**config.mk**
```make
export PLATFORM = sky130hd
export DESIGN_NAME = bcd_to_binary
export DESIGN_NICKNAME = d
export VERILOG_FILES = /design/src/rtl/bcd_to_binary.sv
export SDC_FILE = /design/constraint.sdc
export NUM_CORES = 1
export LEC_CHECK = 0
export ABC_AREA = 1
export BUFFER_PORTS_ARGS = -buffer_cell sky130_fd_sc_hd__buf_2
export CORE_AREA = 2 2 73 54
export CTS_CLUSTER_SIZE = 20
export DETAILED_ROUTE_END_ITERATION = 10
export DIE_AREA = 0 0 75 56
export GPL_TIMING_DRIVEN = 0
export MAX_ROUTING_LAYER = met4
export PLACE_DENSITY = 0.7
export SYNTH_ARGS = -nofsm -noshare
export SYNTH_HDL_FRONTEND = slang
export SYNTH_SLANG_ARGS = --single-unit
```
**constraint.sdc**
```tcl
create_clock -name clk -period 1.8 [get_ports clk]
set_input_delay 0.09 -clock clk [delete_from_list [all_inputs] [get_ports clk]]
set_output_delay 0.09 -clock clk [all_outputs]
set_load 0.1 [all_outputs]
```
**src/rtl/bcd_to_binary.sv**
```systemverilog
// bcd_to_binary: sequential packed-BCD to binary converter (reverse double-dabble).
// One binary bit is resolved per clock after a one-cycle digit check.
// Optional feature macro: BCD2BIN_SIGN_EN adds sign_in and a signed two's-complement result.
module bcd_to_binary #(
  parameter int BIN_W = 8,
  parameter int BCD_W = 10
) (
  input  logic             clk,
  input  logic             rst_n,
  input  logic             start,
  input  logic [BCD_W-1:0] bcd_in,
`ifdef BCD2BIN_SIGN_EN
  input  logic             sign_in,
`endif
  output logic [BIN_W-1:0] bin_out,
  output logic             busy,
  output logic             done,
  output logic             err_digit,
  output logic             err_range
);

  // Number of full 4-bit digits; any leftover MS bits form a partial digit.
  localparam int NDIG  = BCD_W / 4;
  localparam int CNT_W = $clog2(BIN_W + 1);
  localparam logic [CNT_W-1:0] CNT_LAST = CNT_W'(BIN_W - 1);
  localparam logic [CNT_W-1:0] CNT_ONE  = {{(CNT_W-1){1'b0}}, 1'b1};
  localparam logic [BIN_W-1:0] BIN_ZERO = {BIN_W{1'b0}};
  localparam logic [BCD_W-1:0] BCD_ZERO = {BCD_W{1'b0}};

  typedef enum logic [1:0] {
    ST_IDLE  = 2'd0,
    ST_CHECK = 2'd1,
    ST_SHIFT = 2'd2,
    ST_DONE  = 2'd3
  } state_t;

  state_t           state_r;
  logic [BCD_W-1:0] bcd_r;
  logic [BIN_W-1:0] bin_r;
  logic [CNT_W-1:0] cnt_r;
  logic             digit_err_r;
`ifdef BCD2BIN_SIGN_EN
  logic             sign_r;
`endif

  logic [BCD_W+BIN_W-1:0] shift_s;
  logic [BIN_W-1:0]       result_s;
  logic                   range_err_s;

  // True when any full nibble holds a non-decimal code; the partial digit is never checked.
  function automatic logic has_bad_digit(input logic [BCD_W-1:0] v);
    logic bad;
    bad = 1'b0;
    for (int i = 0; i < NDIG; i++) begin
      bad = bad | (v[4*i +: 4] > 4'd9);
    end
    return bad;
  endfunction

  // One reverse double-dabble step: shift right, then pull every full nibble >= 8 back by 3.
  function automatic logic [BCD_W+BIN_W-1:0] dabble_step(input logic [BCD_W-1:0] b,
                                                         input logic [BIN_W-1:0] n);
    logic [BCD_W+BIN_W-1:0] cat;
    cat = {b, n} >> 1'b1;
    for (int i = 0; i < NDIG; i++) begin
      if (cat[BIN_W+4*i +: 4] >= 4'd8) begin
        cat[BIN_W+4*i +: 4] = cat[BIN_W+4*i +: 4] - 4'd3;
      end else begin
        cat[BIN_W+4*i +: 4] = cat[BIN_W+4*i +: 4];
      end
    end
    return cat;
  endfunction

  // Next shift value and the final result/range decision taken from the post-shift registers.
  always_comb begin
    shift_s = dabble_step(bcd_r, bin_r);
`ifdef BCD2BIN_SIGN_EN
    if (sign_r) begin
      // Negative magnitudes up to 2^(BIN_W-1) fit: remainder zero and either MSB clear or exactly the MSB.
      range_err_s = !((bcd_r == BCD_ZERO) &&
                      (!bin_r[BIN_W-1] || (bin_r[BIN_W-2:0] == {(BIN_W-1){1'b0}})));
      if (range_err_s) begin
        result_s = bin_r;
      end else begin
        result_s = ~bin_r + {{(BIN_W-1){1'b0}}, 1'b1};
      end
    end else begin
      range_err_s = !((bcd_r == BCD_ZERO) && !bin_r[BIN_W-1]);
      result_s    = bin_r;
    end
`else
    range_err_s = (bcd_r != BCD_ZERO);
    result_s    = bin_r;
`endif
  end

  // Converter FSM with registered handshake and result outputs.
  always_ff @(posedge clk) begin
    if (!rst_n) begin
      state_r     <= ST_IDLE;
      bcd_r       <= BCD_ZERO;
      bin_r       <= BIN_ZERO;
      cnt_r       <= {CNT_W{1'b0}};
      digit_err_r <= 1'b0;
`ifdef BCD2BIN_SIGN_EN
      sign_r      <= 1'b0;
`endif
      bin_out     <= BIN_ZERO;
      busy        <= 1'b0;
      done        <= 1'b0;
      err_digit   <= 1'b0;
      err_range   <= 1'b0;
    end else begin
      done <= 1'b0;
      case (state_r)
        ST_IDLE: begin
          if (start) begin
            bcd_r       <= bcd_in;
`ifdef BCD2BIN_SIGN_EN
            sign_r      <= sign_in;
`endif
            bin_r       <= BIN_ZERO;
            cnt_r       <= {CNT_W{1'b0}};
            digit_err_r <= 1'b0;
            busy        <= 1'b1;
            state_r     <= ST_CHECK;
          end else begin
            state_r <= ST_IDLE;
          end
        end
        ST_CHECK: begin
          digit_err_r <= has_bad_digit(bcd_r);
          state_r     <= has_bad_digit(bcd_r) ? ST_DONE : ST_SHIFT;
        end
        ST_SHIFT: begin
          {bcd_r, bin_r} <= shift_s;
          cnt_r          <= cnt_r + CNT_ONE;
          state_r        <= (cnt_r == CNT_LAST) ? ST_DONE : ST_SHIFT;
        end
        ST_DONE: begin
          done  <= 1'b1;
          busy  <= 1'b0;
          if (digit_err_r) begin
            bin_out   <= BIN_ZERO;
            err_digit <= 1'b1;
            err_range <= 1'b0;
          end else begin
            bin_out   <= result_s;
            err_digit <= 1'b0;
            err_range <= range_err_s;
          end
          state_r <= ST_IDLE;
        end
        default: begin
          state_r <= ST_IDLE;
          busy    <= 1'b0;
        end
      endcase
    end
  end

endmodule

```
==> run_results.csv, run 1 <==
group,metric,value,unit
critical_path,path_class,"reg2reg",
clocking,cts_resized,0,
global_route,grt_pass1_wl,6.72,mm
synth,synthArstFlopShare,0,
floorplanning,die-area,0.00420,sq mm
route,wire_per_inst,12.3,um
cells_and_area,layout-drive-gt1-share,0.184,
power,powerDensity,1230,mW/mm^2
clocking,htree_levels,2,
cells_and_area,area_growth,17.7,%
clocking,cts_hold_buf,0,
floorplanning,ios,25,
global_route,grt_max_degree,13,
critical_path,crit_fanout,10,
synth,syn-cell-area,0.00171,sq mm
timing,worst_clock_skew,5.65,ps
route,drc,0,
timing,period_minus_slack,1590,ps
critical_path,reg2reg_slack,210,ps
route,wl_met1,1.95,mm
clocking,clk_latency,290,ps
critical_path,endpoint_kind,"register",
floorplanning,core_area,0.00345,sq mm
synth,synth_cell_types,24,
power,power,2.49,mW
cells_and_area,nNetsFinal,287,
synth,synth_flop_cell,"dfxtp_1",
timing,rsz0062_at_grt,"false",
clocking,cts-root-buf,"clkbuf_8",
global_route,grt-ovfl-total,0,
synth,ys_seq_elements,37,
critical_path,startpoint_type,"register",
timing,drv_slew,0,
clocking,max-clock-path-buffers,2,
run_status,status,"complete, no violations",
route,routed_wl,3.89,mm
hold_path,min_path_type,"in2reg",
route,top_layer_used,"met4",
critical_path,crit_required,2020,ps
cells_and_area,n_fill_cell,344,
timing,finalSetupViolations,0,
route,dr.pass1.iters,4,
place,port_buffers,24,
power,leakagePower,0.880,nW
floorplanning,chipWidth,75,um
cells_and_area,antenna_cells,0,
flow_run,drv_cap,0,
route,drt_iter0_drc,155,
floorplanning,die-height,56,um
timing,timing.slew.headroom,0.626,
floorplanning,rows,18,
clocking,cts_sinks,37,
synth,syn_area_per_cell,7.33,sq um
clocking,post_cts_buffers,0,
clocking,clkTransAtPathRegs,80,ps
timing,fin_setup_tns,0,ps
route,antenna_left,0,
timing,worstMarginPinSlew,561,ps
place,gp_congestion,0.843,
synth,seq_area_frac_synth,0.432,
global_route,grt_antenna_before_repair,0,
critical_path,critPathArrivalTime,1810,ps
clocking,numCtsBuffers,5,
route,route.met2.wl,1.67,mm
synth,syn_inst,234,
timing,max_freq,0.628,GHz
timing,finalCritPeriodShare,0.885,
synth,synth_edf_count,0,
synth,synth.net_count,256,
route,num_vias,1550,
global_route,grt_usage,0.217,
place,dp_hpwl,2.78,mm
route,route.met3.wl,199,um
cells_and_area,multi_input_area,830,sq um
global_route,grt_pass1_vias,1434,
power,peakVddDrop,0.000494,V
floorplanning,start_util,0.497,
cells_and_area,ff_latch_area,741,sq um
timing,hold_viol,0,
synth,synth_warnings,0,
route,via_per_inst,4.91,
clocking,cts_tree,"built",
-- kinds of logic after synthesis --
kind of cell,after synthesis,synth area share
compound gates,61,0.190
buf+inv,33,0.0839
simple gates,94,0.228
flops,37,0.432
fa+ha+maj,9,0.0657
-- Yosys cell counts, types with 2 or more instances --
cell,instances,area share
buf_4,2,0.0088
ha_1,9,0.066
buf_2,4,0.012
and3_1,2,0.0073
clkbuf_1,2,0.0044
nand2_1,63,0.14
a21oi_2,2,0.010
a31oi_1,2,0.0073
a21oi_1,39,0.11
inv_1,23,0.050
o21ai_0,15,0.044
nand2_2,2,0.0073
dfxtp_1,37,0.43
nor2_2,3,0.011
nor2_1,13,0.028
nand3_1,8,0.023
-- stage by stage --
step | instances | hold slack, ps | worst slack [ps] | area (sq um) | utilization
global placement | 308 | 360 | 304 | 1900 | 0.550
finish | 316 | 69.5 | 207 | 2020 | 0.585
floorplan | 234 | 228 | 484 | 1710 | -
global route | 316 | 79.8 | 110 | 2020 | 0.585
CTS | 316 | 62.4 | 228 | 2020 | 0.585
detailed placement | 308 | 368 | 244 | 1900 | 0.550
-- critical path: stages, from the launching register on --
cell     delay [ps]
dfxtp_1         360
inv_1            70
ha_1            280
nand2_1         150
inv_1            80
nor2_2          310
o21ai_0         140
a21oi_1         140
-- cells in the final DEF, fill, tap and decap left out, types with 2 or more instances in the layout --
master	n
a31oi_1	2
nand2_2	2
clkbuf_1	2
buf_4	2
o21ai_0	15
nand2_1	63
a21oi_2	2
and3_1	2
nor2_2	3
ha_1	9
nand3_1	8
dfxtp_1	37
a21oi_1	39
inv_1	23
clkbuf_8	6
buf_2	28
nor2_1	13
-- path summary, 6_finish.rpt --
path / start / to / depth (start not counted)
worst max-delay path: state_r[0]$_SDFF_PN0_ / cnt_r[0]$_SDFFE_PN0P_ / 7
worst min-delay path: bcd_in[4] / bcd_r[4]$_SDFFE_PN0P_ / 3
worst max register to register: state_r[0]$_SDFF_PN0_ / cnt_r[0]$_SDFFE_PN0P_ / 7
worst min register to register: bin_out[6]$_SDFFE_PN0P_ / bin_out[6]$_SDFFE_PN0P_ / 2
-- sequential cells by signal (all words and copies together) (netlist names) --
register and flops:
bcd_r 10, bin_out 8, bin_r 8, busy 1
cnt_r 4, digit_err_r 1, done 1, err_digit 1
err_range 1, state_r 2
-- per-layer routing --
metal	vias up	global-route usage
li1	818	-
met1	686	0.311
met2	38	0.292
met3	8	0.0489
met4	0	0.0842
met5	-	-
-- cell type report --
type	instances	share of cell area
multi-input combinational	164	0.411
sequential	37	0.367
timing repair buffer	24	0.0596
inverter	24	0.0447
clock buffer	6	0.0409
tap	50	0.0310
buffer	9	0.0267
clock inverter	2	0.0186
-- where the power goes --
part	total, mW	switching, mW	internal [mW]
clock network	0.757	0.306	0.450
logic	0.734	0.500	0.234
registers	1.00	0.0945	0.906
(Power assumes the default switching activity.)
==> inputs of run 2 (changes only) <==
Settings changed: ABC_AREA 1 to default, CORE_AREA 2 2 73 54 to 2 2 76 57, DIE_AREA 0 0 75 56 to 0 0 78 59, PLACE_DENSITY 0.7 to 0.69.
==> run_results.csv, run 2 <==
group,metric,value,unit
cells_and_area,nNetsFinal,252,
synth,syn_area_per_cell,9.30,sq um
timing,whs,96.5,ps
synth,synth_top_family_by_area,"compound AO/OA/AOI/OAI gates",
global_route,grt_usage,0.214,
cells_and_area,largest_reg_flops,10,
clocking,cts-root-buf,"clkbuf_8",
critical_path,endpoint_kind,"register",
floorplanning,chipWidth,78,um
timing,finalCritPeriodShare,0.941,
clocking,clk_latency,290,ps
timing,rsz0062_at_grt,"false",
synth,seq_area_frac_synth,0.398,
cells_and_area,n_fill_cell,361,
timing,hold_viol,0,
clocking,clkTransAtPathRegs,70,ps
place,port_buffers,23,
timing,drv_slew,0,
global_route,grt_max_degree,12,
critical_path,startpoint_type,"register",
cells_and_area,layout-drive-gt1-share,0.208,
global_route,gr-usage-met1,0.295,
floorplanning,rows,19,
critical_path,cp_slowest_cell,"dfxtp_1",
global_route,grt_pass1_wl,7.31,mm
global_route,grt-ovfl-total,0,
cells_and_area,layout_commonest_cell,"dfxtp_1",
power,powerDensity,1130,mW/mm^2
synth,synthArstFlopShare,0,
global_route,met3_usage,0.0427,
timing,worstMarginPinSlew,535,ps
clocking,htree_levels,2,
synth,synth_warnings,0,
route,wire_per_inst,15.6,um
critical_path,timing.critical_path.buf_inv,3,
synth,syn_inst,200,
clocking,cts_hold_buf,0,
clocking,max-clock-path-buffers,2,
timing,max_freq,0.590,GHz
cells_and_area,layout_common_cells,"dfxtp_1 (37), buf_2 (28), nor2b_1 (23), nand2_1 (19)",
clocking,numCtsBuffers,5,
global_route,grt_pass1_vias,1432,
clocking,post_cts_buffers,0,
cells_and_area,ff_latch_area,741,sq um
power,peakVddDrop,0.000677,V
synth,synth_top_area_cell,"dfxtp_1",
synth,synth.area.mux_share,0.0505,
hold_path,min_path_type,"in2reg",
place,gp_congestion,0.871,
floorplanning,die-area,0.00460,sq mm
synth,synth_top_area_frac,0.398,
cells_and_area,multi_input_area,996,sq um
synth,synth.net_count,222,
clocking,cts_resized,0,
flow_run,drv_cap,0,
route,dr.pass1.iters,5,
synth,synth_compound_area_frac,0.224,
synth,synthAdderAreaFrac,0.0606,
synth,synth_flop_cell,"dfxtp_1",
floorplanning,start_util,0.489,
cells_and_area,largest_register,"bcd_r",
run_status,status,"complete, no violations",
timing,finalSetupViolations,0,
synth,synth_edf_count,0,
floorplanning,ios,25,
route,via_per_inst,5.65,
route,num_vias,1599,
floorplanning,core_area,0.00380,sq mm
cells_and_area,area_growth,15.1,%
synth,synth_commonest_cells,"dfxtp_1 (37), nor2b_1 (23), nand2_1 (19)",
timing,worst_slack,106,ps
synth,synth_area_leaders,"dfxtp_1 (40%), nor2b_1 (7.7%), ha_1 (6.1%), a32oi_1 (4.2%), nand2_1 (3.8%)",
route,routed_wl,4.41,mm
critical_path,critPathArrivalTime,1870,ps
clocking,cts_sinks,37,
synth,ys_seq_elements,37,
global_route,grt_antenna_before_repair,0,
clocking,cts_tree,"built",
critical_path,crit_family,"simple AND/OR/NAND/NOR gates",
synth,yosys.area_share.simple,0.191,
synth,synth_xor_xnor_area_share,0.00942,
power,leakagePower,0.876,nW
synth,syn-cell-area,0.00186,sq mm
synth,yosysMostFrequentCell,"dfxtp_1",
timing,worst_clock_skew,5.89,ps
critical_path,cp_cell_sequence,"inv_1 > ha_1 > buf_2 > buf_2 > and4b_1 > nor4_1 > nor2_1",
cells_and_area,antenna_cells,0,
critical_path,crit_path_max_incr_delay,360,ps
synth,synth_cell_types,40,
place,dp_hpwl,3.04,mm
critical_path,cpMostUsedCell,"buf_2",
global_route,busiest_layer,"met2",
critical_path,crit_fanout,10,
route,drc,0,
place,place_ws,139,ps
floorplanning,die-height,59,um
route,drt_iter0_drc,103,
timing,period_minus_slack,1690,ps
global_route,grt_util_met2,0.315,
critical_path,path_class,"reg2reg",
critical_path,crit_required,1970,ps
timing,fin_setup_tns,0,ps
timing,timing.slew.headroom,0.643,
route,antenna_left,0,
cells_and_area,top_regs,"bcd_r x10, bin_out x8, bin_r x8",
==> run 2: cell count changes in the layout (fill, tap and decap cells not counted), moves of 8 or more <==
cell     delta
inv_1      -17
a32oi_1     +9
a21oi_1    -35
nor2b_1    +23
nor2_1      -8
nand2_1    -44
==> run 2: per-stage QoR <==
stage | util | power (mW) | instance area, sq um | instances
2_1_floorplan | - | 1.60 | 1860 | 200
3_3_place_gp | 0.536 | 1.78 | 2040 | 275
3_5_place_dp | 0.536 | 1.79 | 2040 | 275
4_1_cts | 0.563 | 2.42 | 2140 | 283
5_1_grt | 0.563 | 2.57 | 2140 | 283
6_report | 0.563 | 2.43 | 2140 | 283
==> run 2: kinds of logic (layout without fill, tap and decap cells) <==
| kind of cell | after synthesis | in the layout |
|---|---|---|
| simple gates | 66 | 66 |
| compound gates | 54 | 54 |
| flops | 37 | 37 |
| buf+inv | 24 | 55 |
| fa+ha+maj | 9 | 9 |
| mux | 8 | 8 |
| xor+xnor | 2 | 2 |
==> run 2: tightest hold or removal path, delay by kind of cell <==
| kind | cells | cell delay [ps] |
|---|---|---|
| AOI/OAI and AO/OA | 2 | 190 |
| buffers and inverters | 1 | 80 |
==> run 2: path summary, 6_finish.rpt <==
| path | start | end | slack (ps) | depth (start not counted) |
|---|---|---|---|---|
| worst max register to register | state_r[0]$_SDFF_PN0_ | state_r[0]$_SDFF_PN0_ | 110 | 7 |
| worst max-delay path | state_r[0]$_SDFF_PN0_ | state_r[0]$_SDFF_PN0_ | 110 | 7 |
| worst min-delay path | bcd_in[6] | bcd_r[6]$_SDFFE_PN0P_ | 100 | 3 |
| worst min register to register | bin_out[7]$_SDFFE_PN0P_ | bin_out[7]$_SDFFE_PN0P_ | 480 | 2 |
==> run 2: final cells by class <==
cell class                 instances  area share
tap                               52      0.0304
sequential                        37       0.346
clock buffer                       7      0.0450
multi-input combinational        139       0.465
inverter                           7      0.0123
timing repair buffer              23      0.0538
clock inverter                     1     0.00234
buffer                            17      0.0450
==> run 2: metal layers <==
metal,wire (um),vias to the layer above
met5,0,-
li1,-,775
met3,230,7
met1,2200,770
met2,1930,47
met4,47,0
==> run 2: where the power goes <==
group	switching (mW)	internal [mW]	total, mW
combinational	0.462	0.316	0.778
clock	0.299	0.346	0.645
sequential	0.101	0.901	1.00
total	0.862	1.56	2.43
==> inputs of run 3 (changes only) <==
Settings changed: ABC_AREA from default to 1, CORE_AREA 2 2 76 57 to 2 2 73 54, DIE_AREA 0 0 78 59 to 0 0 75 56, MAX_ROUTING_LAYER met4 to default, PLACE_DENSITY 0.69 to 0.7.
==> run_results.csv, run 3 (synthesized netlist as in run 1, its figures left out) <==
group,metric,value,unit
global_route,grt-ovfl-total,0,
timing,finalCritPeriodShare,0.879,
power,clockPowerShare,0.304,
floorplanning,start_util,0.497,
cells_and_area,final_util,0.585,
timing,fin_setup_tns,0,ps
timing,drv_slew,0,
place,dp_hpwl,2.78,mm
route,via_per_inst,4.91,
power,powerDensity,1240,mW/mm^2
timing,worst_clock_skew,4.76,ps
power,pwr-share-seq,0.402,
critical_path,crit_path_max_incr_delay,360,ps
clocking,cts_hold_buf,0,
cells_and_area,layout_common_cells,"nand2_1 (63), a21oi_1 (39), dfxtp_1 (37), buf_2 (28), inv_1 (23)",
route,drc,0,
clocking,post_cts_buffers,0,
timing,finalSetupViolations,0,
floorplanning,rows,18,
floorplanning,die-height,56,um
clocking,numCtsBuffers,5,
cells_and_area,area_growth,17.7,%
power,peakVddDrop,0.000494,V
cells_and_area,largest_reg_flops,10,
critical_path,endpoint_kind,"register",
cells_and_area,nNetsFinal,287,
cells_and_area,largest_register,"bcd_r",
power,p_int,1.59,mW
clocking,cts-root-buf,"clkbuf_8",
cells_and_area,layout_commonest_cell,"nand2_1",
clocking,cts_tree,"built",
power,combPwrFrac,0.294,
critical_path,path_class,"reg2reg",
place,port_buffers,24,
route,dr.pass1.iters,7,
cells_and_area,layout-drive-gt1-share,0.184,
global_route,grt_usage,0.211,
cells_and_area,top_regs,"bcd_r x10, bin_out x8, bin_r x8",
clocking,cts_resized,0,
route,num_vias,1552,
route,wire_per_inst,12.3,um
clocking,htree_levels,2,
power,switchingPower,0.902,mW
critical_path,cpMostUsedCell,"inv_1",
critical_path,critPathArrivalTime,1810,ps
cells_and_area,multi_input_area,830,sq um
floorplanning,chipWidth,75,um
critical_path,crit_fanout,10,
timing,worstMarginPinSlew,564,ps
floorplanning,core_area,0.00345,sq mm
global_route,grt_max_degree,13,
route,antenna_left,0,
place,place_ws,244,ps
timing,max_freq,0.632,GHz
route,drt_iter0_drc,155,
hold_path,min_path_type,"in2reg",
critical_path,cp_cell_sequence,"inv_1 > ha_1 > nand2_1 > inv_1 > nor2_2 > o21ai_0 > a21oi_1",
timing,hold_viol,0,
power,leakagePower,0.880,nW
critical_path,cp_slowest_cell,"dfxtp_1",
route,routed_wl,3.90,mm
run_status,status,"complete, no violations",
cells_and_area,ff_latch_area,741,sq um
clocking,clkTransAtPathRegs,80,ps
cells_and_area,n_fill_cell,344,
place,gp_congestion,0.830,
timing,rsz0062_at_grt,"false",
global_route,grt_pass1_wl,6.71,mm
critical_path,startpoint_type,"register",
clocking,max-clock-path-buffers,2,
global_route,grt_pass1_vias,1438,
cells_and_area,antenna_cells,0,
flow_run,drv_cap,0,
timing,timing.slew.headroom,0.624,
power,power,2.49,mW
timing,worst_slack,218,ps
timing,period_minus_slack,1580,ps
clocking,clk_latency,290,ps
clocking,cts_sinks,37,
critical_path,crit_required,2020,ps
floorplanning,ios,25,
power,switching_share,0.362,
global_route,grt_antenna_before_repair,0,
floorplanning,die-area,0.00420,sq mm
## run 3: changes by cell type in the layout (fill, tap and decap cells not counted), sizes merged, moves of 4 or more
cell,previous run,this run
a21oi,4,41
a211oi,4,0
a21boi,4,0
inv,6,24
a31o,4,0
nand2,19,65
clkbuf,14,8
o21ai,8,15
nor2b,23,0
mux2i,7,0
nor2,5,17
a2bb2oi,7,0
a32oi,9,0
## run 3: area by class of cell
cell class | count | share of cell area
Inverter | 24 | 0.0447
Clock buffer | 6 | 0.0409
Clock inverter | 2 | 0.0186
Multi-Input combinational cell | 164 | 0.411
Buffer | 9 | 0.0267
Timing Repair Buffer | 24 | 0.0596
Sequential cell | 37 | 0.367
Tap cell | 50 | 0.0310
## run 3: worst paths after layout
| check | from | endpoint | slack, ps | depth (start not counted) |
|---|---|---|---|---|
| worst min-delay path | bcd_in[4] | bcd_r[4]$_SDFFE_PN0P_ | 70 | 3 |
| worst max-delay path | state_r[0]$_SDFF_PN0_ | cnt_r[0]$_SDFFE_PN0P_ | 220 | 7 |
| worst min register to register | bin_out[0]$_SDFFE_PN0P_ | bin_out[0]$_SDFFE_PN0P_ | 460 | 2 |
| worst max register to register | state_r[0]$_SDFF_PN0_ | cnt_r[0]$_SDFFE_PN0P_ | 220 | 7 |
## run 3: metal layers
layer,track usage,share of wire,up-vias
met3,0.0525,0.045,6
met2,0.294,0.43,33
li1,-,-,817
met1,0.307,0.51,696
met5,0,0,-
met4,0.0842,0.015,0
## run 3: power by group through the flow
| stage | combinational (mW) | sequential (mW) | clock (mW) |
|---|---|---|---|
| after global routing | 0.833 | 1.02 | 0.812 |
| after CTS | 0.734 | 1.00 | 0.768 |
| after floorplan | 0.487 | 1.07 | 0 |
| final | 0.732 | 1.00 | 0.758 |
| after detailed placement | 0.730 | 1.02 | 0 |
| after global placement | 0.716 | 1.02 | 0 |
## run 3: worst max-delay path: cells and delay by family, from the launching register on
family                     cells  cell delay [ps]
adders and majority gates      1              270
DFF                            1              360
and+or+nand+nor                2              460
buffers and inverters          2              140
AOI/OAI and AO/OA              2              280
## run 3: per-stage QoR
| step | cells | area [sq um] | hold WS [ps] |
|---|---|---|---|
| 6_report | 316 | 2020 | 68.5 |
| 4_1_cts | 316 | 2020 | 62.4 |
| 3_3_place_gp | 308 | 1900 | 360 |
| 2_1_floorplan | 234 | 1710 | 228 |
| 5_1_grt | 316 | 2020 | 79.9 |
| 3_5_place_dp | 308 | 1900 | 368 |
